## src/rtl/lsu_ram_ctrl_if.sv

```systemverilog
// Request/response channel between the MEM stage and the load/store controller.
// The MEM stage is the master; the controller is the slave.
interface lsu_ram_ctrl_if;
    logic        req_valid;
    logic        req_ready;
    logic        req_we;
    logic [1:0]  req_size;
    logic        req_unsigned;
    logic [31:0] req_addr;
    logic [31:0] req_wdata;
    logic        resp_valid;
    logic        resp_err;
    logic [31:0] resp_rdata;

    modport master (
        output req_valid, req_we, req_size, req_unsigned, req_addr, req_wdata,
        input  req_ready, resp_valid, resp_err, resp_rdata
    );

    modport slave (
        input  req_valid, req_we, req_size, req_unsigned, req_addr, req_wdata,
        output req_ready, resp_valid, resp_err, resp_rdata
    );
endinterface

```

## src/rtl/lsu_ram_ctrl.sv

```systemverilog
// lsu_ram_ctrl: MEM-stage load/store initiator for the data dual-port RAM.
// Byte-addressed LB/LH/LW/LBU/LHU/SB/SH/SW become word accesses; sub-word
// stores use read-modify-write. Misaligned, out-of-range and illegal-size
// requests complete with resp_err and never touch the RAM.
//
// state    | meaning
// ---------+-------------------------------------------------------------
// IDLE     | ready for a request; first RAM access issued in accept cycle
// LD_RESP  | read word on ram_r_data; extend lane, register response
// RMW      | merge store bytes into the read word and write it back
// ST_RESP  | store completion pulse
// ERR_RESP | error completion pulse
module lsu_ram_ctrl #(
    parameter int DW      = 32,
    parameter int AW      = 12,
    parameter int MEM_NUM = 4096
) (
    input  logic           clk,
    input  logic           rst,
    lsu_ram_ctrl_if.slave  bus,
    output logic           ram_w_en,
    output logic [AW-1:0]  ram_w_addr,
    output logic [DW-1:0]  ram_w_data,
    output logic           ram_r_en,
    output logic [AW-1:0]  ram_r_addr,
    input  logic [DW-1:0]  ram_r_data
);
    localparam logic [1:0] SZ_BYTE = 2'b00;
    localparam logic [1:0] SZ_HALF = 2'b01;
    localparam logic [1:0] SZ_WORD = 2'b10;
    localparam logic [1:0] SZ_ILL  = 2'b11;

    typedef enum logic [2:0] {IDLE, LD_RESP, RMW, ST_RESP, ERR_RESP} state_t;

    state_t        state;
    logic [AW-1:0] cap_widx;
    logic [1:0]    cap_lane;
    logic [1:0]    cap_size;
    logic          cap_unsigned;
    logic [15:0]   cap_wdata;
    logic [AW-1:0] r_addr_q;
    logic [AW-1:0] w_addr_q;
    logic          resp_valid_q;
    logic          resp_err_q;
    logic [31:0]   resp_rdata_q;

    logic [AW-1:0] req_widx;
    logic [31:0]   req_word_full;
    logic          req_err;
    logic          accept;
    logic          idle_rd;
    logic          idle_wr;
    logic          rmw_wr;
    logic [DW-1:0] merged;
    logic [15:0]   lane_data;
    logic [31:0]   ld_data;

    // Classify the incoming request and decide which RAM access it starts.
    always_comb begin
        req_widx      = bus.req_addr[AW+1:2];
        req_word_full = {2'b00, bus.req_addr[31:2]};
        req_err       = (bus.req_size == SZ_ILL)
                     || (bus.req_size == SZ_HALF && bus.req_addr[0])
                     || (bus.req_size == SZ_WORD && bus.req_addr[1:0] != 2'b00)
                     || (req_word_full >= 32'(MEM_NUM));
        accept        = (state == IDLE) && bus.req_valid;
        idle_rd       = accept && !req_err && (!bus.req_we || bus.req_size != SZ_WORD);
        idle_wr       = accept && !req_err && bus.req_we && bus.req_size == SZ_WORD;
        rmw_wr        = (state == RMW);
    end

    // Drive the RAM ports; enables are gated by reset so a held request cannot leak through.
    always_comb begin
        ram_r_en   = rst && idle_rd;
        ram_w_en   = rst && (idle_wr || rmw_wr);
        ram_r_addr = idle_rd ? req_widx : r_addr_q;
        ram_w_addr = idle_wr ? req_widx : (rmw_wr ? cap_widx : w_addr_q);
        ram_w_data = idle_wr ? bus.req_wdata : merged;
    end

    // Byte/half merge for read-modify-write and lane extraction for loads.
    always_comb begin
        merged = ram_r_data;
        if (cap_size == SZ_BYTE)
            merged[{cap_lane, 3'b000} +: 8] = cap_wdata[7:0];
        else
            merged[{cap_lane[1], 4'b0000} +: 16] = cap_wdata;
        lane_data = 16'(ram_r_data >> {cap_lane, 3'b000});
        case (cap_size)
            SZ_BYTE: ld_data = {{24{lane_data[7]  & ~cap_unsigned}}, lane_data[7:0]};
            SZ_HALF: ld_data = {{16{lane_data[15] & ~cap_unsigned}}, lane_data};
            default: ld_data = ram_r_data;
        endcase
    end

    // Sequencer: captures the request, walks the access states, registers the response.
    always_ff @(posedge clk or negedge rst) begin
        if (!rst) begin
            state        <= IDLE;
            cap_widx     <= '0;
            cap_lane     <= '0;
            cap_size     <= '0;
            cap_unsigned <= 1'b0;
            cap_wdata    <= '0;
            r_addr_q     <= '0;
            w_addr_q     <= '0;
            resp_valid_q <= 1'b0;
            resp_err_q   <= 1'b0;
            resp_rdata_q <= '0;
        end else begin
            resp_valid_q <= 1'b0;
            resp_err_q   <= 1'b0;
            resp_rdata_q <= '0;
            if (idle_rd)
                r_addr_q <= ram_r_addr;
            if (idle_wr || rmw_wr)
                w_addr_q <= ram_w_addr;
            case (state)
                IDLE: begin
                    if (bus.req_valid) begin
                        cap_widx     <= req_widx;
                        cap_lane     <= bus.req_addr[1:0];
                        cap_size     <= bus.req_size;
                        cap_unsigned <= bus.req_unsigned;
                        cap_wdata    <= bus.req_wdata[15:0];
                        if (req_err) begin
                            state        <= ERR_RESP;
                            resp_valid_q <= 1'b1;
                            resp_err_q   <= 1'b1;
                        end else if (!bus.req_we) begin
                            state <= LD_RESP;
                        end else if (bus.req_size == SZ_WORD) begin
                            state        <= ST_RESP;
                            resp_valid_q <= 1'b1;
                        end else begin
                            state <= RMW;
                        end
                    end
                end
                LD_RESP: begin
                    resp_valid_q <= 1'b1;
                    resp_rdata_q <= ld_data;
                    state        <= IDLE;
                end
                RMW: begin
                    resp_valid_q <= 1'b1;
                    state        <= ST_RESP;
                end
                ST_RESP, ERR_RESP: state <= IDLE;
                default:           state <= IDLE;
            endcase
        end
    end

    assign bus.req_ready  = (state == IDLE);
    assign bus.resp_valid = resp_valid_q;
    assign bus.resp_err   = resp_err_q;
    assign bus.resp_rdata = resp_rdata_q;
endmodule

```

## src/flat_wrapper.sv

```systemverilog
// flat-port wrapper written by rule: the top's interface ports become plain ports
module lsu_ram_ctrl_flat 
#(
    parameter int DW      = 32,
    parameter int AW      = 12,
    parameter int MEM_NUM = 4096
)
  (clk, rst, ram_w_en, ram_w_addr, ram_w_data, ram_r_en, ram_r_addr, ram_r_data, bus_req_valid, bus_req_we, bus_req_size, bus_req_unsigned, bus_req_addr, bus_req_wdata, bus_req_ready, bus_resp_valid, bus_resp_err, bus_resp_rdata);
  lsu_ram_ctrl_if bus_i ();
  input  logic clk;
  input  logic rst;
  output logic ram_w_en;
  output logic [AW-1:0] ram_w_addr;
  output logic [DW-1:0] ram_w_data;
  output logic ram_r_en;
  output logic [AW-1:0] ram_r_addr;
  input  logic [DW-1:0] ram_r_data;
  input wire logic [$bits(bus_i.req_valid)-1:0] bus_req_valid;
  input wire logic [$bits(bus_i.req_we)-1:0] bus_req_we;
  input wire logic [$bits(bus_i.req_size)-1:0] bus_req_size;
  input wire logic [$bits(bus_i.req_unsigned)-1:0] bus_req_unsigned;
  input wire logic [$bits(bus_i.req_addr)-1:0] bus_req_addr;
  input wire logic [$bits(bus_i.req_wdata)-1:0] bus_req_wdata;
  output wire logic [$bits(bus_i.req_ready)-1:0] bus_req_ready;
  output wire logic [$bits(bus_i.resp_valid)-1:0] bus_resp_valid;
  output wire logic [$bits(bus_i.resp_err)-1:0] bus_resp_err;
  output wire logic [$bits(bus_i.resp_rdata)-1:0] bus_resp_rdata;
  assign bus_i.req_valid = bus_req_valid;
  assign bus_i.req_we = bus_req_we;
  assign bus_i.req_size = bus_req_size;
  assign bus_i.req_unsigned = bus_req_unsigned;
  assign bus_i.req_addr = bus_req_addr;
  assign bus_i.req_wdata = bus_req_wdata;
  assign bus_req_ready = bus_i.req_ready;
  assign bus_resp_valid = bus_i.resp_valid;
  assign bus_resp_err = bus_i.resp_err;
  assign bus_resp_rdata = bus_i.resp_rdata;
  lsu_ram_ctrl #(.DW(DW), .AW(AW), .MEM_NUM(MEM_NUM)) u_core (.clk(clk), .rst(rst), .bus(bus_i), .ram_w_en(ram_w_en), .ram_w_addr(ram_w_addr), .ram_w_data(ram_w_data), .ram_r_en(ram_r_en), .ram_r_addr(ram_r_addr), .ram_r_data(ram_r_data));
endmodule
```

## config.mk

```make
export PLATFORM = sky130hd
export DESIGN_NAME = lsu_ram_ctrl_flat
export DESIGN_NICKNAME = d
export VERILOG_FILES = /design/src/rtl/lsu_ram_ctrl_if.sv /design/src/rtl/lsu_ram_ctrl.sv /design/src/flat_wrapper.sv
export SDC_FILE = /design/constraint.sdc
export NUM_CORES = 1
export LEC_CHECK = 0
export BUFFER_PORTS_ARGS = -buffer_cell sky130_fd_sc_hd__buf_4
export CAP_MARGIN = 25
export CORE_MARGIN = 4
export CORE_UTILIZATION = 35
export CTS_BUF_LIST = sky130_fd_sc_hd__clkbuf_8
export CTS_CLUSTER_SIZE = 24
export DETAILED_ROUTE_END_ITERATION = 7
export SETUP_SLACK_MARGIN = 0.02
export SYNTH_ARGS = -nofsm -noshare
export SYNTH_HDL_FRONTEND = slang
export SYNTH_SLANG_ARGS = --single-unit
```

## constraint.sdc

```tcl
create_clock -name clk -period 2.44 [get_ports clk]
set_clock_uncertainty 0.1 [all_clocks]
set_input_delay 0.122 -clock clk [delete_from_list [all_inputs] [get_ports clk]]
set_output_delay 0.122 -clock clk [all_outputs]
set_load 0.02 [all_outputs]
```

==> results of run 1 <==
## cells by family after synthesis
family,count (synthesis),synth area share
AOI/OAI and AO/OA,118,0.155
buffers and inverters,41,0.0371
and+or+nand+nor,159,0.128
DFF,94,0.428
adders and majority gates,5,0.0114
muxes,120,0.240
## cells in the final DEF (no fill, tap or decap), types with 2 or more instances in the layout
master           n
buf_12           6
clkbuf_8         9
nor2b_1          2
nand2_2          3
bufbuf_16        3
mux2_2          28
dlygate4sd3_1   58
a22o_1          16
o41ai_2          2
o21ai_2          3
clkinv_4         2
nor4_1           4
a221oi_2        14
mux2_1           8
clkbuf_16        4
buf_4          169
buf_6           64
nand2_1        114
a21oi_2          3
nand2b_1         2
ha_4             3
nor2_1          17
dfrtp_2          4
mux2i_1         28
buf_16           3
o2bb2ai_1        8
a21oi_1         29
o21a_1           3
nor3_4           2
mux2_4          56
dfrtp_1         90
inv_1            5
a22oi_1          8
o221a_2          7
o21ai_0         19
## registers in the layout, summed over array words and instances (netlist names)
register,flops
u_core.state,3
u_core.cap_size,2
u_core.bus.resp_valid,1
u_core.cap_lane,2
u_core.cap_widx,12
u_core.cap_wdata,16
u_core.bus.resp_rdata,32
u_core.cap_unsigned,1
u_core.w_addr_q,12
u_core.bus.resp_err,1
u_core.r_addr_q,12
## power by group
group	total [mW]	internal (mW)	switching, mW
combinational	1.80	0.924	0.880
clock	1.04	0.468	0.570
sequential	1.72	1.63	0.0872
## area by class of cell
class / count / area (um^2)
Fill cell: 1252 / 6080
Clock buffer: 9 / 124
Sequential cell: 94 / 2360
Inverter: 5 / 21.3
Timing Repair Buffer: 307 / 2970
Multi-Input combinational cell: 402 / 3380
Tap cell: 211 / 264
Clock inverter: 7 / 67.6
## stage by stage
stage          instances  power (mW)  TNS [ns]  hold WS (ns)  cell area [um^2]
2_1_floorplan        537        2.45         0        -0.274              5500
3_3_place_gp         931        3.07     -2.17        -0.128              7270
3_5_place_dp         932        3.09         0        -0.125              7280
4_1_cts             1021        4.40     -3.53      0.000248              8650
5_1_grt             1035        4.78     -4.62        0.0213              9180
6_report            1035        4.56    -0.310        0.0233              9180
## metal layers
metal,global-route usage,vias up,routed length [um]
met1,0.258,2660,8230
met4,0.0983,0,892
met5,0,-,0
met2,0.370,248,10200
li1,-,2508,-
met3,0.0665,61,1670
## how the worst min path moves through the flow
stage,start,endpoint,slack (ns),cells past startpoint
final,bus_req_we,u_core.state[0],0.02,3
after global routing,ram_r_data[8],u_core.bus.resp_rdata[8],0.02,3
after CTS,bus_req_we,u_core.state[0],0.0002,3
after detailed placement,rst,u_core.cap_widx[11],-0.13,1
after global placement,rst,u_core.cap_widx[0],-0.13,1
after floorplan,rst,u_core.bus.resp_err,-0.27,0
## repair_timing
| action | 4_1_cts | 5_1_grt |
|---|---|---|
| hold buffers | 58 | 0 |
| setup buffers | 9 | 10 |
| resized for setup | 98 | 86 |
| hold endpoints to repair | 175 | 0 |
| setup endpoints to repair | 56 | 66 |
| pin swaps | 5 | 16 |
| gates cloned | 6 | 4 |
## critical path: stages, from the launching register on
cell,delay [ns]
dfrtp_2,0.46
inv_4,0.11
ha_4,0.21
buf_6,0.12
and4b_4,0.24
a221oi_2,0.26
a21oi_2,0.07
mux2_4,0.28
buf_6,0.13
==> run_results.csv, run 1 <==
group,metric,value,unit
route,drc_errors,0,
setup_path,crit_path_start_kind,"flop",
logic_synthesis,syn-num-nets,645,
clocking,clock_path_buffers,2,
timing,drv_slew,0,
power_and_ir_drop,leakage,4.45,nW
route,viasPerCell,5.29,
route,first_iter_violations,393,
logic_synthesis,yosys.area.top_type,"dfrtp_1",
logic_synthesis,netlist_instances,537,
setup_path,r2r_cells,9,
logic_synthesis,synth-seq-cells,94,
logic_synthesis,ys_types,44,
finish,fin_util,0.602,
route,first_pass_iters,4,
placed_design,dp_hpwl,13.4,mm
global_routing,grt_pass1_wl,30.6,mm
floorplan,die_area,17800,um^2
logic_synthesis,yosys.area.top_type_share,0.428,
placed_design,gp_congestion,0.856,
timing,fmax,0.403,GHz
floorplan,rows,45,
setup_path,cp.arrival,2.26,ns
logic_synthesis,yosysWarningCount,0,
logic_synthesis,yosysMostFrequentCell,"nand2_1",
route,ant_nets,0,
power_and_ir_drop,power_density,497,nW/um^2
clocking,cts.sinks,94,
hold_path,min_path_type,"input port to flop",
timing,period_needed,2.48,ns
clocking,htree_levels,3,
placed_design,io_buffers,195,
logic_synthesis,syn_area,5490,um^2
setup_path,critPathLaunch,"u_core.cap_lane[0]",
finish,area_growth,67.2,%
global_routing,antenna_found_initial,0,
clocking,cts_inserted_buffers,9,
setup_path,r2r_start,"u_core.state[1]",
logic_synthesis,async_flop_share,1.00,
logic_synthesis,synth_edf_count,0,
finish,drive_gt1_frac,0.489,
setup_path,cp_max_fo,8,
run_status,violations,"negative setup slack",
floorplan,design.core.area,15300,um^2
run_status,status,"finished with violations",
timing,max-slew-margin-rel,0.600,
timing,setup_viol,22,
timing,grt_setup_unrepaired,"yes",
finish,diodes,0,
setup_path,critPathCapture,"ram_w_data[14]",
setup_path,timing.rr.end,"u_core.r_addr_q[5]",
clocking,cts_root_buf,"clkbuf_8",
clocking,clk_pin_slew,0.09,ns
finish,fin_nets,927,
global_routing,grt-ovfl-total,0,
setup_path,cp-end-kind,"primary output",
logic_synthesis,yosys-top-cells-count,"nand2_1, dfrtp_1, mux2_2, mux2_1, a21oi_1",
clocking,clock_latency,0.39,ns
power_and_ir_drop,ir_worst_vdd,0.309,mV
timing,fin_crit_sh,1.02,
timing,tightestPinTransition,0.597,ns
timing,hold_violations,0,
global_routing,grt_max_degree,89,
floorplan,die_w,133,um
floorplan,initial_core_util,0.360,
route,routed_wirelength,21.0,mm
global_routing,grt.total_usage,0.219,
setup_path,criticalPathCategory,"flop to primary output",
logic_synthesis,synthFlopType,"dfrtp_1",
setup_path,r2r_setup_slack,0.16,ns
route,wire_per_inst,20.3,um
job,maxCapViolations,0,
floorplan,fp.dieH,133,um
logic_synthesis,ys_seq_area_frac,0.428,
floorplan,ios,196,
placed_design,pre_cts_slack,0.0887,ns
logic_synthesis,avgSynthCellArea,10.2,um^2
global_routing,grt_pass1_vias,5710,
clocking,cts_tree,"built",
logic_synthesis,synth_area_leaders,"dfrtp_1, mux2_2, mux2_1",
setup_path,cp.required,2.22,ns
route,via_count,5477,
timing,setup_ws,-0.0387,ns
Note: power is estimated with default switching activity, not from simulation.
==> inputs of run 2 (changes only) <==
TNS_END_PERCENT = 30   (was unset)
==> run 2 against run 1 <==
- the flow still finishes with violations (negative setup slack)
- clock power hardly changed
- fmax is 0.75% lower
- die area stayed put
- clock-buffer cell count stayed put
- flip-flop and latch count stayed put
- wire length is 0.80% lower
- critical path type unchanged
- largest cell class unchanged
==> run_results.csv, run 2 (synthesis results as in run 1) <==
group,metric,value,unit
run_status,status,"finished with violations",
run_status,violations,"negative setup slack",
route,first_iter_violations,380,
global_routing,grt_pass1_wl,30.3,mm
global_routing,grt_max_degree,89,
timing,hold_violations,0,
finish,fin_nets,927,
setup_path,cp.arrival,2.28,ns
route,wire_per_inst,20.1,um
finish,layout_commonest_cell,"buf_4",
clocking,clock_latency,0.38,ns
timing,fmax,0.400,GHz
finish,area_growth,66.4,%
setup_path,criticalPathCategory,"flop to primary output",
setup_path,cp_slowest_cell,"dfrtp_2",
route,wl_met3,1.70,mm
power_and_ir_drop,power_density,500,nW/um^2
timing,period_needed,2.50,ns
power_and_ir_drop,leakage,4.44,nW
setup_path,cp_max_fo,6,
clocking,cts_tree,"built",
floorplan,die_w,133,um
route,wl_met2,10.2,mm
placed_design,dp.cells,932,
finish,diodes,0,
floorplan,ios,196,
clocking,clock_path_buffers,2,
floorplan,initial_core_util,0.360,
finish,drive_gt1_frac,0.484,
setup_path,cp-end-kind,"primary output",
setup_path,cpMostUsedCell,"buf_6",
route,drc_errors,0,
setup_path,cp_cell_sequence,"buf_6 > nor3_4 > nand2_2 > nor4_4 > buf_6 > clkbuf_16 > mux2_1 > buf_6",
route,highest_layer,"met4",
global_routing,antenna_found_initial,0,
clocking,cts_inserted_buffers,9,
job,maxCapViolations,0,
clocking,cts.sinks,94,
timing,tightestPinTransition,0.580,ns
route,ant_nets,0,
finish,instances_no_fill,1035,
route,met1_length,8.13,mm
global_routing,grt_pass1_vias,5684,
hold_path,min_path_type,"input port to flop",
setup_path,crit_path_start_kind,"flop",
finish,fin_util,0.599,
global_routing,grt-ovfl-total,0,
power_and_ir_drop,ir_worst_vdd,0.297,mV
clocking,cts_root_buf,"clkbuf_8",
timing,drv_slew,0,
setup_path,slowest_delay,0.44,ns
placed_design,io_buffers,195,
placed_design,gp_congestion,0.856,
floorplan,fp.dieH,133,um
finish,final_cell_mix,"buf_4, nand2_1, dfrtp_1",
route,via_count,5490,
clocking,clk_pin_slew,0.08,ns
timing,setup_viol,22,
floorplan,design.core.area,15300,um^2
timing,max-slew-margin-rel,0.613,
floorplan,rows,45,
setup_path,cp.required,2.22,ns
timing,setup_ws,-0.0575,ns
global_routing,grt.total_usage,0.217,
timing,fin_crit_sh,1.02,
floorplan,die_area,17800,um^2
power_and_ir_drop,power,4.57,mW
timing,timing.hold.ws,0.0239,ns
route,routed_wirelength,20.8,mm
route,first_pass_iters,5,
route,viasPerCell,5.30,
placed_design,dp_hpwl,13.4,mm
clocking,htree_levels,3,
timing,grt_setup_unrepaired,"yes",
finish,largest_reg_flops,32,
## run 2: metrics by stage
stage	area [um^2]	setup WS [ns]	TNS, ns
3_5_place_dp	7280	0.0887	0
4_1_cts	8610	-0.103	-3.79
6_report	9140	-0.0575	-0.558
2_1_floorplan	5500	0.130	0
3_3_place_gp	7270	-0.408	-2.17
5_1_grt	9140	-0.143	-4.77
## run 2: metal layers
metal / global-route usage / vias up
li1: - / 2512
met1: 0.256 / 2666
met2: 0.364 / 256
met3: 0.0672 / 56
met4: 0.0983 / 0
met5: 0 / -
## run 2: report_power, final
part	internal, mW	switching, mW
clock	0.468	0.572
combinational	0.927	0.884
sequential	1.63	0.0886
## run 2: path summary, 6_finish.rpt
| kind | startpoint | slack, ns | depth (start not counted) | to |
|---|---|---|---|---|
| setup / recovery | u_core.state[1] | -0.06 | 8 | ram_r_addr[3] |
| hold / removal | bus_req_we | 0.02 | 3 | u_core.state[0] |
| setup reg to reg | u_core.cap_lane[0] | 0.26 | 8 | u_core.bus.resp_rdata[17] |
| hold reg to reg | u_core.cap_widx[7] | 0.37 | 2 | u_core.cap_widx[7] |
| max in group asynchronous | rst | 1.49 | 3 | u_core.bus.resp_rdata[16] |
| min in group asynchronous | rst | 0.04 | 2 | u_core.cap_widx[11] |
## run 2: worst max-delay path: cells and delay by family (launching register included)
family / cells / cell delay (ns)
multiplexers: 1 / 0.35
buffers and inverters: 4 / 0.59
AND/OR/NAND/NOR: 3 / 0.52
flip-flops: 1 / 0.44
## run 2: area by class of cell
cell class	instances	area [um^2]
Clock buffer	9	124
Timing Repair Buffer	307	2950
Fill cell	1259	6120
Multi-Input combinational cell	402	3360
Inverter	5	21.3
Clock inverter	7	67.6
Tap cell	211	264
Sequential cell	94	2360
## run 2: repair_timing
item                                    CTS  global route
endpoints found under the setup margin   56            66
cloned                                    5             4
buffers inserted                          8            12
hold buffers                             58             0
endpoints found under the hold margin   175             0
gates resized for setup                  96            83
pin swaps                                 5            15
==> inputs of run 3 (changes only) <==
REMOVE_ABC_BUFFERS = 1   (was unset)
==> run 3 against run 2 <==
- the flow still finishes with violations (negative setup slack)
- sequential share of layout area grew 0.48 points
- hold slack gained 0.021 ns
- fmax shrank 1.6%
- clock power grew 19%
- setup slack lost 0.040 ns
- via count shrank 0.86%
- largest power group is now sequential cells
- highest routed layer unchanged
==> run_results.csv, run 3 (synthesis results as in run 1) <==
group,metric,value,unit
finish,fillers,1261,
timing,setup_viol,56,
route,drc_errors,0,
setup_path,cp_slowest_cell,"dfrtp_2",
hold_path,min_path_type,"input port to flop",
setup_path,critPathTopFamily,"buffers and inverters",
run_status,status,"finished with violations",
timing,hold_violations,0,
clocking,clock_latency,0.38,ns
placed_design,dp.cells,929,
timing,period_needed,2.54,ns
floorplan,die_w,133,um
route,via_count,5443,
global_routing,antenna_found_initial,0,
route,wire_per_inst,20.9,um
timing,fin_crit_sh,1.04,
floorplan,ios,196,
run_status,violations,"negative setup slack",
floorplan,design.core.area,15300,um^2
finish,multi_input_area,3280,um^2
timing,setup_ws,-0.0971,ns
setup_path,crit_path_start_kind,"flop",
setup_path,critPathBufInv,3,
route,ant_nets,0,
finish,layout.area.seq,2360,um^2
finish,fin_nets,921,
finish,instances_no_fill,1029,
clocking,clk_pin_slew,0.09,ns
setup_path,cp_cell_sequence,"buf_12 > ha_1 > nor4bb_4 > buf_12 > a221oi_1 > a21oi_1 > mux2_1 > buf_4",
floorplan,die_area,17800,um^2
global_routing,grt_max_degree,39,
timing,fmax,0.394,GHz
floorplan,initial_core_util,0.360,
route,routed_wirelength,21.5,mm
route,viasPerCell,5.29,
route,first_iter_violations,374,
placed_design,io_buffers,195,
clocking,clock_path_buffers,2,
setup_path,cp-end-kind,"primary output",
timing,tightestPinTransition,0.639,ns
floorplan,fp.dieH,133,um
clocking,cts_inserted_buffers,9,
global_routing,grt_pass1_vias,5577,
clocking,cts_root_buf,"clkbuf_8",
clocking,cts_tree,"built",
finish,largest_reg_flops,32,
setup_path,cpMostUsedCell,"buf_12",
global_routing,grt_pass1_wl,31.2,mm
floorplan,rows,45,
finish,final_cell_mix,"buf_4, nand2_1, dfrtp_1",
setup_path,cp.arrival,2.32,ns
finish,drive_gt1_frac,0.465,
global_routing,grt-ovfl-total,0,
placed_design,dp_hpwl,13.9,mm
finish,area_growth,63.4,%
timing,drv_slew,0,
clocking,cts.sinks,94,
timing,max-slew-margin-rel,0.574,
finish,layout_commonest_cell,"buf_4",
setup_path,slowest_delay,0.45,ns
setup_path,criticalPathCategory,"flop to primary output",
power_and_ir_drop,leakage,4.38,nW
placed_design,gp_congestion,0.877,
setup_path,cp.required,2.22,ns
clocking,htree_levels,3,
timing,finalSetupTns,-2.27,ns
job,maxCapViolations,0,
finish,diodes,0,
global_routing,grt.total_usage,0.223,
timing,grt_setup_unrepaired,"yes",
route,first_pass_iters,5,
power_and_ir_drop,ir_worst_vdd,0.570,mV
power_and_ir_drop,power_density,522,nW/um^2
setup_path,cp_max_fo,12,
[run 3: cell count changes in the layout (fill, tap and decap cells not counted), sizes merged]
cell	delta
buf	-7
bufbuf	-1
bufinv	+1
clkbuf	+4
clkinv	-3
dlygate4sd3	+1
inv	-1
[run 3: per-layer routing]
layer,wire [um],vias to the layer above,track usage
met5,0,-,0
met4,395,0,0.0611
met3,1710,27,0.0653
met2,10700,235,0.386
met1,8690,2675,0.271
li1,-,2506,-
[run 3: what timing repair did]
item                                    4_1_cts  5_1_grt
endpoints found under the setup margin       56       56
hold endpoints to repair                    114        0
setup buffers                                10        7
resized for setup                            44      100
cloned                                        4        5
pin swaps                                     5       10
hold buffers                                 59        0
[run 3: tightest hold or removal path: stages]
cell and delay (ns):
buf_4 0.12, nand2_1 0.05, nor3_1 0.04, o21a_1 0.17
[run 3: per-stage QoR]
stage	power, mW	util	setup slack [ns]	hold WS (ns)	cell area [um^2]
global route	4.91	0.588	-0.177	0.0476	8970
detailed placement	3.07	0.474	-0.0984	0.0165	7230
floorplan	2.43	-	-2.22	-0.274	5310
finish	4.68	0.588	-0.0971	0.0453	8970
global placement	3.05	0.474	-0.0252	0.00669	7230
CTS	4.50	0.549	-0.126	0.0194	8380
[run 3: power breakdown]
| part | leakage, nW | internal, mW | switching (mW) |
|---|---|---|---|
| Clock | 0.119 | 0.665 | 0.578 |
| Combinational | 3.01 | 0.851 | 0.867 |
| Sequential | 1.25 | 1.63 | 0.0864 |
| Total | 4.38 | 3.15 | 1.53 |
[run 3: worst paths after layout]
check	from	to	slack [ns]	cells past startpoint
max	u_core.cap_lane[0]	ram_w_data[29]	-0.1	8
min	bus_req_we	u_core.state[1]	0.05	4
max reg2reg	u_core.state[1]	u_core.r_addr_q[6]	0.30	8
min reg2reg	u_core.cap_widx[8]	u_core.cap_widx[8]	0.38	2
max in group asynchronous	rst	u_core.state[1]	1.18	3
min in group asynchronous	rst	u_core.bus.resp_rdata[11]	0.17	2
[run 3: area by class of cell]
| cell class | count | area share |
|---|---|---|
| clock inverter | 4 | 0.00851 |
| sequential | 94 | 0.263 |
| multi-input combinational | 402 | 0.365 |
| timing repair buffer | 301 | 0.314 |
| inverter | 5 | 0.00209 |
| tap | 211 | 0.0294 |
| clock buffer | 12 | 0.0184 |
